--- src/rtl/host_uart_cmd_pkg.sv ---
// host_uart_cmd_pkg
//   Constants shared by the host UART command decoder and response encoder:
//   frame ID bytes, cmd_select codes, fixed body fields, frame lengths and
//   the response encoder state encoding.
package host_uart_cmd_pkg;

    localparam logic [7:0]  ACK_ID        = 8'h01;
    localparam logic [7:0]  YAW_ID        = 8'h03;
    localparam logic [7:0]  ERR_ID        = 8'hFF;

    localparam logic [15:0] CMD_ENC_OFF   = 16'h0001;
    localparam logic [15:0] CMD_ENC_ON    = 16'h0002;
    localparam logic [15:0] CMD_YAW       = 16'h0003;
    localparam logic [15:0] CMD_ERR       = 16'hFFFF;

    localparam logic [47:0] ADDR_SENTINEL = 48'hFFFF_FFFF_FFFF;
    localparam logic [7:0]  CMD_ID_BYTE   = 8'h01;

    localparam int          MAX_BYTES     = 10;
    localparam logic [3:0]  ACK_LEN       = 4'd9;
    localparam logic [3:0]  YAW_LEN       = 4'd9;
    localparam logic [3:0]  ERR_LEN       = 4'd2;

    typedef enum logic [1:0] {
        ST_IDLE  = 2'd0,
        ST_BUILD = 2'd1,
        ST_SEND  = 2'd2,
        ST_CHK   = 2'd3
    } enc_state_t;

    typedef logic [MAX_BYTES-1:0][7:0] frame_t;

endpackage

--- src/rtl/uart_frame_serializer.sv ---
// uart_frame_serializer
//   Holds one response frame body, walks it out over a valid/ready byte
//   handshake and accumulates the XOR checksum, which it presents as the
//   final byte when asked.
// Ports
//   clk, reset   system clock, synchronous active-high reset
//   clear        restart: zero byte index and checksum
//   load         capture frame/len into the buffer
//   frame, len   body bytes (byte 0 first) and body length
//   send_body    present buffer byte at the current index
//   send_chk     present the checksum byte
//   tx_ready     downstream accepts the presented byte
//   tx_data      presented byte
//   tx_valid     tx_data valid
//   body_last    last body byte accepted this cycle
//   chk_accept   checksum byte accepted this cycle
module uart_frame_serializer
    import host_uart_cmd_pkg::*;
(
    input  logic       clk,
    input  logic       reset,
    input  logic       clear,
    input  logic       load,
    input  frame_t     frame,
    input  logic [3:0] len,
    input  logic       send_body,
    input  logic       send_chk,
    input  logic       tx_ready,
    output logic [7:0] tx_data,
    output logic       tx_valid,
    output logic       body_last,
    output logic       chk_accept
);

    localparam logic [3:0] IDX_MAX = 4'(MAX_BYTES - 1);

    frame_t     buf_q;
    logic [3:0] len_q;
    logic [3:0] idx_q;
    logic [7:0] csum_q;
    logic       body_accept;

    assign tx_valid    = send_body | send_chk;
    assign body_accept = send_body & tx_ready;
    assign body_last   = body_accept & ((idx_q + 4'd1) == len_q);
    assign chk_accept  = send_chk & tx_ready;

    always_comb begin
        tx_data = 8'h00;
        if (send_body) begin
            tx_data = buf_q[idx_q];
        end else if (send_chk) begin
            tx_data = csum_q;
        end
    end

    always_ff @(posedge clk) begin
        if (reset) begin
            buf_q  <= '0;
            len_q  <= '0;
            idx_q  <= '0;
            csum_q <= '0;
        end else if (clear) begin
            idx_q  <= '0;
            csum_q <= '0;
        end else if (load) begin
            buf_q  <= frame;
            len_q  <= len;
        end else if (body_accept) begin
            csum_q <= csum_q ^ buf_q[idx_q];
            // Saturate rather than wrap; the FSM leaves SEND on the last byte anyway.
            if (idx_q < IDX_MAX) begin
                idx_q <= idx_q + 4'd1;
            end
        end
    end

endmodule

--- src/rtl/host_uart_response_enc.sv ---
// host_uart_response_enc
//   Builds a host response frame (ID byte, body, XOR checksum) from one
//   cmd_select/payload request and streams it to the UART TX byte by byte.
// Ports
//   clk, reset   system clock, synchronous active-high reset
//   start        request pulse, only honoured in IDLE
//   cmd_select   1/2 encrypt off/on ack, 3 yaw response, FFFF error response
//   payload      [47:0] device address, [63:48] yaw value
//   err_code     error code for the error response
//   tx_data      frame byte to the UART TX
//   tx_valid     tx_data valid
//   tx_ready     UART TX accepts the byte
//   done         idle / frame complete
//   error        last request carried an unsupported cmd_select
//
// state    | meaning
// ---------+-------------------------------------------------------
// ST_IDLE  | waiting for start; request latched on start
// ST_BUILD | one cycle: frame buffer loaded, or unsupported cmd rejected
// ST_SEND  | body bytes presented one per handshake
// ST_CHK   | checksum byte presented; done on acceptance
module host_uart_response_enc
    import host_uart_cmd_pkg::*;
(
    input  logic         clk,
    input  logic         reset,
    input  logic         start,
    input  logic [15:0]  cmd_select,
    input  logic [255:0] payload,
    input  logic [7:0]   err_code,
    output logic [7:0]   tx_data,
    output logic         tx_valid,
    input  logic         tx_ready,
    output logic         done,
    output logic         error
);

    enc_state_t  state_q, state_d;
    logic [15:0] cmd_q;
    logic [47:0] addr_q;
    logic [15:0] yaw_q;
    logic [7:0]  err_code_q;
    logic        done_q, error_q;

    frame_t      frame;
    logic [3:0]  frame_len;
    logic        cmd_ok;

    logic        take, load, send_body, send_chk, set_done, set_err;
    logic        body_last, chk_accept;

    wire         unused_payload = ^payload[255:64];

    always_comb begin
        frame     = '0;
        frame_len = '0;
        cmd_ok    = 1'b1;
        case (cmd_q)
            CMD_ENC_OFF, CMD_ENC_ON: begin
                frame[0] = ACK_ID;
                for (int i = 0; i < 6; i++) begin
                    frame[i+1] = ADDR_SENTINEL[8*i +: 8];
                end
                frame[7]  = CMD_ID_BYTE;
                frame[8]  = (cmd_q == CMD_ENC_ON) ? 8'h01 : 8'h00;
                frame_len = ACK_LEN;
            end
            CMD_YAW: begin
                frame[0] = YAW_ID;
                for (int i = 0; i < 6; i++) begin
                    frame[i+1] = addr_q[8*i +: 8];
                end
                frame[7]  = yaw_q[7:0];
                frame[8]  = yaw_q[15:8];
                frame_len = YAW_LEN;
            end
            CMD_ERR: begin
                frame[0]  = ERR_ID;
                frame[1]  = err_code_q;
                frame_len = ERR_LEN;
            end
            default: cmd_ok = 1'b0;
        endcase
    end

    always_comb begin
        state_d   = state_q;
        take      = 1'b0;
        load      = 1'b0;
        send_body = 1'b0;
        send_chk  = 1'b0;
        set_done  = 1'b0;
        set_err   = 1'b0;
        case (state_q)
            ST_IDLE: begin
                if (start) begin
                    take    = 1'b1;
                    state_d = ST_BUILD;
                end
            end
            ST_BUILD: begin
                if (cmd_ok) begin
                    load    = 1'b1;
                    state_d = ST_SEND;
                end else begin
                    set_err  = 1'b1;
                    set_done = 1'b1;
                    state_d  = ST_IDLE;
                end
            end
            ST_SEND: begin
                send_body = 1'b1;
                if (body_last) begin
                    state_d = ST_CHK;
                end
            end
            ST_CHK: begin
                send_chk = 1'b1;
                if (chk_accept) begin
                    set_done = 1'b1;
                    state_d  = ST_IDLE;
                end
            end
            default: state_d = ST_IDLE;
        endcase
    end

    always_ff @(posedge clk) begin
        if (reset) begin
            state_q    <= ST_IDLE;
            cmd_q      <= '0;
            addr_q     <= '0;
            yaw_q      <= '0;
            err_code_q <= '0;
            done_q     <= 1'b1;
            error_q    <= 1'b0;
        end else begin
            state_q <= state_d;
            if (take) begin
                cmd_q      <= cmd_select;
                addr_q     <= payload[47:0];
                yaw_q      <= payload[63:48];
                err_code_q <= err_code;
                done_q     <= 1'b0;
                error_q    <= 1'b0;
            end
            if (set_done) begin
                done_q <= 1'b1;
            end
            if (set_err) begin
                error_q <= 1'b1;
            end
        end
    end

    uart_frame_serializer u_ser (
        .clk        (clk),
        .reset      (reset),
        .clear      (take),
        .load       (load),
        .frame      (frame),
        .len        (frame_len),
        .send_body  (send_body),
        .send_chk   (send_chk),
        .tx_ready   (tx_ready),
        .tx_data    (tx_data),
        .tx_valid   (tx_valid),
        .body_last  (body_last),
        .chk_accept (chk_accept)
    );

    assign done  = done_q;
    assign error = error_q;

endmodule

--- config.mk ---
export PLATFORM = sky130hd
export DESIGN_NAME = host_uart_response_enc
export DESIGN_NICKNAME = d
export VERILOG_FILES = /design/src/rtl/host_uart_cmd_pkg.sv /design/src/rtl/uart_frame_serializer.sv /design/src/rtl/host_uart_response_enc.sv
export SDC_FILE = /design/constraint.sdc
export NUM_CORES = 1
export LEC_CHECK = 0
export ABC_CLOCK_PERIOD_IN_PS = 1900
export CAP_MARGIN = 40
export CORE_MARGIN = 4
export CORE_UTILIZATION = 39
export DETAILED_ROUTE_END_ITERATION = 8
export GPL_TIMING_DRIVEN = 0
export PLACE_DENSITY = 0.74
export SKIP_CTS_REPAIR_TIMING = 1
export SLEW_MARGIN = 20
export SYNTH_ARGS = -nofsm -noshare
export SYNTH_HDL_FRONTEND = slang
export SYNTH_SLANG_ARGS = --single-unit
export TNS_END_PERCENT = 100
--- constraint.sdc ---
create_clock -name clk -period 1.9 [get_ports clk]
set_clock_uncertainty 0.05 [all_clocks]
set_input_delay 0.38 -clock clk [delete_from_list [all_inputs] [get_ports clk]]
set_output_delay 0.38 -clock clk [all_outputs]
set_load 0.01 [all_outputs]
==> metrics.cfg, run 1 <==
[synth]
syn_nets=1124
synth-seq-area-share_pct=47.7
synth-seq-cells=173
synth_top_area_share_pct=47.7
ys_async_sr_fraction_pct=0
avgSynthCellArea_sq_um=8.66
yosysUniqueCellTypes=44
netlist_instances=838
yosysMostFrequentCell=nand2_1
synth_edf_count=0
synth_area_sq_um=7260
ys_top_cells_by_count=198 x nand2_1, 173 x dfxtp_1, 145 x a21oi_1
yosys-top-cells-area=dfxtp_1 48%, nand2_1 10%, a21oi_1 10%, o2bb2ai_2 6.2%, mux4_2 3.1%
synthFlopType=dfxtp_1
yosysTopAreaCell=dfxtp_1
yosys_warnings=0

[cells_and_area]
syn_to_final_growth_pct=36.3
nNetsFinal=1268
fill_cells=1599
diodes=0
drive_gt1_share_pct=23.1

[worst_setup_path]
slowest_stage=clkbuf_1
critPathLaunchType=register
cp_cell_sequence=clkbuf_1 > a31oi_1 > a32oi_4 > a21oi_2 > buf_2
crit_arrival_ns=2.12
critPathRequiredTime_ns=1.47
cp-end-kind=output port
criticalPathCategory=reg2out
crit_path_max_fanout=10
slowest_delay_ns=0.49

[power_and_ir_drop]
peakVddDrop_mv=0.640
powerDensity_nw_per_um2=790
total_power_uw=7810
leakage_uw=0.00343

[sta]
slew-limit-headroom_pct=51.0
worstMarginPinSlew_ns=0.736
period_share_pct=134
hold_viol_final=0
rsz0062_at_grt=yes
max_freq_ghz=0.392
setup_slack_ns=-0.651
drv_slew=0
min_period_ns=2.55
finalSetupViolations=71

[clock_network]
clockBufferDepth=2
insertion_delay_ns=0.43
cts_tree=built
root_buffer=clkbuf_16
cts.sinks=173
htree_levels=4
numCtsBuffers=17
clk_pin_slew_worst_paths_ns=0.06

[die]
row_count=49
core-area_sq_um=18100
fp.dieW_um=144
io_pins=295
initial_utilization_pct=40.0
dieHeight_um=144
die-area_sq_um=20900

[place]
dp_hpwl_mm=15.2
io_buffers=102
pre_cts_ws_ns=-0.767
place_congestion=0.938

[run]
cap_violations=0

[grt]
grt_pass1_wl_mm=32.3
grt_pass1_vias=6164
grt-ovfl-total=0
grt_usage_pct=20.0
grt_max_degree=17
antenna_found_initial=1

[detailed_routing]
drc_errors=0
wl_per_cell_um=18.3
viasPerCell=5.51
via_count=6713
ant_nets=0
drtIter0Drc=555
dr.pass1.iters=5
routed_wl_mm=22.2

[run_status]
outcome=finished, violations left
violations=negative setup slack

[worst_hold_path]
hold_path_class=reg2reg

-- power by group --
group          switching, uW  internal (uW)  total (uW)  leakage [uW]
clock network           1320           1780        3100      0.000247
logic                    459            391         849       0.00177
registers                106           3760        3860       0.00141
-- sequential cells by signal (all words and copies together) (netlist names), named ones only --
signal	count
cmd_q	16
u_ser.buf_q	67
addr_q	48
u_ser.len_q	2
u_ser.idx_q	4
error	1
u_ser.csum_q	8
done	1
err_code_q	8
yaw_q	16
state_q	1
-- cell usage in the layout (no fill, tap or decap), types with 4 or more instances in the layout --
cell	n
a211oi_1	6
a211oi_2	7
a21oi_1	123
a21oi_2	14
a21oi_4	9
a22oi_1	9
a32oi_4	4
buf_2	9
buf_4	26
buf_6	10
buf_8	4
clkbuf_1	20
clkbuf_16	18
clkbuf_2	28
clkbuf_4	4
clkdlybuf4s50_1	93
dfxtp_1	163
dfxtp_2	6
dfxtp_4	4
mux2i_1	7
mux4_2	10
nand2_1	197
nand2b_4	5
nand3_1	15
nand4_1	5
nor2_1	47
nor4_4	4
o21ai_0	33
o2bb2ai_1	6
o2bb2ai_2	30
or3_1	8
-- through the flow --
| step | hold slack [ns] | cell area [sq um] | utilization, % | instances | setup TNS [ns] |
|---|---|---|---|---|---|
| 6_report | 0.404 | 9890 | 54.5 | 1218 | -13.51 |
| 5_1_grt | 0.415 | 9890 | 54.5 | 1218 | -27.99 |
| 4_1_cts | 0.405 | 9080 | 50.0 | 1196 | -65.39 |
| 3_5_place_dp | 0.396 | 8580 | 47.3 | 1170 | -91.43 |
| 3_3_place_gp | 0.392 | 8580 | 47.3 | 1169 | -100.88 |
| 2_1_floorplan | 0.378 | 7270 | - | 838 | 0 |
-- metal layers --
metal	routed length [um]	GRT usage, %	up-vias
met3	1660	5.49	56
met4	691	5.79	2
li1	-	-	3208
met2	9870	29.6	267
met1	10000	28.5	3180
met5	7	0	-
-- final timing paths --
check	from	slack [ns]	to	cells past startpoint
setup reg to reg	u_ser.idx_q[0]	-0.32	state_q[0]	8
hold / removal	addr_q[1]	0.40	addr_q[1]	2
hold reg to reg	addr_q[1]	0.40	addr_q[1]	2
setup / recovery	u_ser.idx_q[3]	-0.65	tx_data[6]	5
-- cell families (layout without fill, tap and decap cells) --
| group | count (synthesis) | in the layout | share of synthesized area, % |
|---|---|---|---|
| AND/OR/NAND/NOR | 303 | 303 | 17.8 |
| flip-flops | 173 | 173 | 47.7 |
| adder cells (fa/ha/maj) | 2 | 2 | 0.345 |
| buffers and inverters | 75 | 226 | 4.67 |
| AO/OA/AOI/OAI | 259 | 259 | 24.2 |
| XOR/XNOR | 5 | 5 | 0.604 |
| multiplexers | 21 | 21 | 4.62 |
-- worst max-delay path: cells and delay by family, from the launching register on --
| kind | cells | cell delay (ns) |
|---|---|---|
| buf+inv | 2 | 0.64 |
| compound gates | 3 | 0.59 |
| flops | 1 | 0.45 |
-- layout make-up --
type                    instances  area [sq um]  share of cell area, %
multi-input cells             590          3940                   39.9
flip-flops and latches        173          3490                   35.2
repair buffers                127          1200                   12.2
clock buffers                  22           454                   4.59
plain buffers                  68           453                   4.58
well taps                     229           287                   2.90
clock inverters                 4          45.0                  0.455
inverters                       5          22.5                  0.228
Note: power is estimated with default switching activity, not from simulation.
==> inputs of run 2 (changes only) <==
- CORE_ASPECT_RATIO: not set -> 0.75
- CORE_UTILIZATION: 39 -> 42
- PLACE_DENSITY: 0.74 -> 0.76
- SYNTH_HIERARCHICAL: not set -> 1
==> run 2 against run 1 <==
Effect of this change:
- the run still ends with negative setup slack left
- non-clock buffer count increased by 38
- hold slack worse by 0.0041 ns
- sequential power rose by 7.3%
- core utilization grew 3.7 points
- register-to-register slack got worse by 0.34 ns
- combinational power decreased by 5.5%
- final area rose by 19%
- critical path depth grew 5
- synthesized cell count grew 30%
- area after synthesis rose by 19%
- first-iteration DRC count is 68% higher
- flip-flop and latch count up 15
==> metrics.cfg, run 2 <==
[run]
cap_violations=0

[sta]
worstMarginPinSlew_ns=0.887
min_period_ns=2.56
drv_slew=0
setup_slack_ns=-0.663
hold_viol_final=0
max_freq_ghz=0.390
rsz0062_at_grt=yes
period_share_pct=135
slew-limit-headroom_pct=40.9
finalSetupViolations=106

[synth]
ys_async_sr_fraction_pct=0
yosys-top-cells-area=dfxtp_1 44%, nand2_1 16%, a21oi_1 11%, mux2i_1 3.8%, a21o_1 3.6%
synthFlopType=dfxtp_1
synth_top_area_share_pct=43.7
yosysUniqueCellTypes=51
yosysMostFrequentCell=nand2_1
ys_top_cells_by_count=358 x nand2_1, 190 x a21oi_1, 188 x dfxtp_1
avgSynthCellArea_sq_um=7.88
synth-seq-cells=188
yosysTopAreaCell=dfxtp_1
yosys_warnings=6
synth-seq-area-share_pct=43.7
synth_area_sq_um=8610
netlist_instances=1092
synth_edf_count=0

[die]
io_pins=295
fp.dieW_um=173
dieHeight_um=132
core-area_sq_um=20200
initial_utilization_pct=42.6
row_count=45
die-area_sq_um=22900

[cells_and_area]
diodes=0
syn_to_final_growth_pct=36.8
fill_cells=1725
largest_reg_flops=80
fin_cells=1533
largest-register=u_ser/buf_q
layout_commonest_cell=nand2_1
nNetsFinal=1548
layout_common_cells=358 x nand2_1, 168 x dfxtp_1, 153 x a21oi_1, 93 x clkdlybuf4s50_1, 41 x a21o_1
drive_gt1_share_pct=21.4
largestRegisters=u_ser/buf_q (80), addr_q (48)

[grt]
grt_max_degree=19
grt_pass1_wl_mm=39.2
grt_pass1_vias=7506
grt-ovfl-total=0
antenna_found_initial=0
grt_usage_pct=21.2

[worst_hold_path]
hold_path_class=reg2reg

[worst_setup_path]
crit_arrival_ns=2.89
crit_path_max_fanout=10
criticalPathCategory=reg2reg
critPathLaunchType=register
critPathRequiredTime_ns=2.23
cp-end-kind=register

[run_status]
outcome=finished, violations left
violations=negative setup slack

[power_and_ir_drop]
leakage_uw=0.00457
powerDensity_nw_per_um2=725
peakVddDrop_mv=0.711

[clock_network]
root_buffer=clkbuf_16
htree_levels=4
insertion_delay_ns=0.44
numCtsBuffers=17
clockBufferDepth=2
clk_pin_slew_worst_paths_ns=0.08
cts.sinks=188
cts_tree=built

[place]
dp.cells=1460
io_buffers=102
dp_hpwl_mm=18.3
pre_cts_ws_ns=-1.16
place_congestion=0.923

[detailed_routing]
drc_errors=0
viasPerCell=5.56
drtIter0Drc=933
wl_per_cell_um=17.9
via_count=8529
ant_nets=0
dr.pass1.iters=7
routed_wl_mm=27.5

run 2: cell count changes after synthesis, sizes merged, moves of 10 or more:
cell     before  now
mux2i        11   33
a21o          0   41
o21ai        34   10
and2          0   16
a22oi        11    0
a211oi       14    1
nor2         52   38
nand2       198  358
a21oi       146  190
buf          20   46
dfxtp       173  188
o2bb2ai      36    0
o2111ai       0   10
run 2: cells by family after synthesis:
| logic type | share of synthesized area (%) |
|---|---|
| simple gates | 23.0 |
| compound gates | 20.6 |
| flops | 43.7 |
| buf+inv | 5.61 |
| mux | 5.93 |
| xor+xnor | 0.814 |
| fa+ha+maj | 0.291 |
| other cells | 0.0436 |
run 2: path summary, 6_finish.rpt:
check / cells past startpoint / end / from / slack, ns
worst max-delay path: 10 / u_ser/buf_q[3] / cmd_q[14] / -0.66
worst min-delay path: 2 / yaw_q[4] / yaw_q[4] / 0.40
worst max register to register: 10 / u_ser/buf_q[3] / cmd_q[14] / -0.66
worst min register to register: 2 / yaw_q[4] / yaw_q[4] / 0.40
run 2: per-layer routing:
metal | vias to the layer above | GRT usage, % | share of wire (%)
met5 | - | 0 | 0
met4 | 0 | 4.65 | 1.7
li1 | 4034 | - | -
met3 | 55 | 5.19 | 8.9
met2 | 421 | 32.3 | 45
met1 | 4019 | 30.6 | 44
run 2: critical path, cell delays in order (launching register included):
cell      delay, ns
dfxtp_2        0.36
nand4_1        0.15
or4_4          0.58
o211ai_4       0.16
nor2b_4        0.23
buf_4          0.14
nor2b_4        0.24
buf_12         0.19
buf_8          0.14
nand2_1        0.09
a21oi_2        0.14
run 2: where the power goes:
group | total (uW) | leakage, uW | switching [uW] | internal, uW
combinational | 802 | 0.00274 | 420 | 382
clock | 3590 | 0.000289 | 1720 | 1870
sequential | 4140 | 0.00154 | 86.0 | 4060
run 2: final cells by class:
type,instances,area (sq um),area share (%)
inverter,11,48.8,0.415
tap,258,323,2.74
clock inverter,14,154,1.31
timing repair buffer,145,1520,12.9
clock buffer,18,429,3.65
buffer,88,669,5.69
multi-input combinational,811,4830,41.1
sequential,188,3800,32.3
run 2: stage by stage:
stage	hold slack, ns	TNS, ns	utilization [%]	power, uW	area, sq um
after floorplan	0.382	-14.26	-	4610	8800
after global placement	0.389	-126.85	50.2	4960	10100
after detailed placement	0.393	-129.64	50.2	4970	10100
after CTS	0.403	-69.30	53.1	8500	10700
after global routing	0.419	-63.95	58.2	8810	11800
final	0.400	-58.93	58.2	8540	11800
==> inputs of run 3 (changes only) <==
- CAP_MARGIN: 40 -> 25
- GPL_TIMING_DRIVEN: 0 -> 1
==> run 3 against run 2 <==
Effect of this change:
- the run still ends with negative setup slack left
- combinational power is 2.9% lower
- register-to-register slack better by 0.11 ns
- critical path depth stayed put
- hold slack worse by 0.0069 ns
- count of clock-buffer cells in the layout is 1 higher
- largest power group unchanged
==> metrics.cfg, run 3 (same netlist as run 2, synthesis figures left out) <==
[run_status]
outcome=finished, violations left
violations=negative setup slack

[detailed_routing]
drc_errors=0
ant_nets=0
wl_per_cell_um=16.5
routed_wl_mm=24.9
via_count=8121
viasPerCell=5.37
dr.pass1.iters=5
drtIter0Drc=722

[die]
core-area_sq_um=20200
die-area_sq_um=22900
row_count=45
initial_utilization_pct=42.6
dieHeight_um=132
fp.dieW_um=173
io_pins=295

[run]
cap_violations=0

[worst_setup_path]
crit_family=simple AND/OR/NAND/NOR gates
critPathRequiredTime_ns=2.18
critPathLaunchType=register
ff2ff_path_depth=10
crit_path_max_fanout=9
slowest_delay_ns=0.57
cp_cell_sequence=nand4_1 > or4_4 > o211ai_4 > nor2b_4 > buf_4 > nor2b_4 > buf_8 > buf_12 > nand2_1 > a21oi_1
cp_common_cell=nor2b_4
slowest_stage=or4_4
cp-end-kind=register
criticalPathCategory=reg2reg
path_buf_inv=3
worstSetupPathDepth=10
crit_arrival_ns=2.73

[power_and_ir_drop]
powerDensity_nw_per_um2=738
peakVddDrop_mv=0.683
leakage_uw=0.00461

[sta]
max_freq_ghz=0.408
period_share_pct=129
setup_slack_ns=-0.552
finalSetupViolations=105
drv_slew=0
hold_viol_final=0
min_period_ns=2.45
rsz0062_at_grt=yes
worstMarginPinSlew_ns=0.874
timing.hold.ws_ns=0.393
slew-limit-headroom_pct=41.7

[worst_hold_path]
hold_path_class=in2reg
min_path_cells=3

[grt]
grt_max_degree=85
grt_usage_pct=19.6
grt-ovfl-total=0
grt_pass1_vias=7401
antenna_found_initial=0
grt_pass1_wl_mm=37.3

[clock_network]
root_buffer=clkbuf_16
numCtsBuffers=17
htree_levels=4
clockBufferDepth=2
cts_tree=built
clk_pin_slew_worst_paths_ns=0.08
insertion_delay_ns=0.43
cts.sinks=188

[cells_and_area]
nNetsFinal=1529
largest_reg_flops=80
largestRegisters=u_ser/buf_q (80), addr_q (48)
diodes=0
fin_cells=1513
drive_gt1_share_pct=22.1
largest-register=u_ser/buf_q
syn_to_final_growth_pct=35.3
layout_common_cells=358 x nand2_1, 169 x dfxtp_1, 162 x a21oi_1, 92 x clkdlybuf4s50_1, 82 x buf_4
layout_commonest_cell=nand2_1
fin_util_pct=57.6

[place]
place_congestion=0.941
dp_hpwl_mm=16.0
dp.cells=1461
io_buffers=102
pre_cts_ws_ns=-0.525

==> run 3: layout make-up <==
cell class | instances | area (sq um)
clock buffer | 19 | 453
clock inverter | 12 | 151
sequential | 188 | 3790
multi-input combinational | 811 | 4720
inverter | 11 | 41.3
timing repair buffer | 214 | 2160
fill | 1696 | 8570
tap | 258 | 323
==> run 3: per-layer routing <==
| layer | vias to the layer above | track usage (%) | share of wire (%) |
|---|---|---|---|
| met1 | 3811 | 27.5 | 46 |
| met4 | 0 | 4.83 | 1.4 |
| met3 | 30 | 4.73 | 7.0 |
| li1 | 3986 | - | - |
| met2 | 294 | 30.7 | 46 |
| met5 | - | 0 | 0 |
==> run 3: power by group <==
part	switching (uW)	leakage (uW)	total, uW	internal [uW]
sequential	77.0	0.00154	4140	4060
combinational	391	0.00278	779	388
clock	1630	0.000294	3670	2050
total	2100	0.00461	8590	6490
==> run 3: path summary, 6_finish.rpt <==
kind                               startpoint              to  slack (ns)
worst min-delay path                    reset  u_ser/idx_q[2]        0.39
worst min register to register  err_code_q[6]   err_code_q[6]        0.40
worst max-delay path                 cmd_q[9]  u_ser/len_q[0]       -0.55
worst max register to register       cmd_q[9]  u_ser/len_q[0]       -0.55
==> run 3: tightest hold or removal path, cell delays in order <==
cell and delay, ns:
buf_4 0.22, or2_2 0.19, nor2_1 0.05
==> run 3: through the flow <==
| stage | total power (uW) | TNS (ns) | cell area (sq um) |
|---|---|---|---|
| after floorplan | 4610 | -14.26 | 8800 |
| after global placement | 4960 | -52.25 | 10400 |
| after detailed placement | 4970 | -54.22 | 10400 |
| after CTS | 8600 | -47.68 | 11000 |
| after global routing | 8900 | -51.14 | 11600 |
| final | 8590 | -40.52 | 11600 |
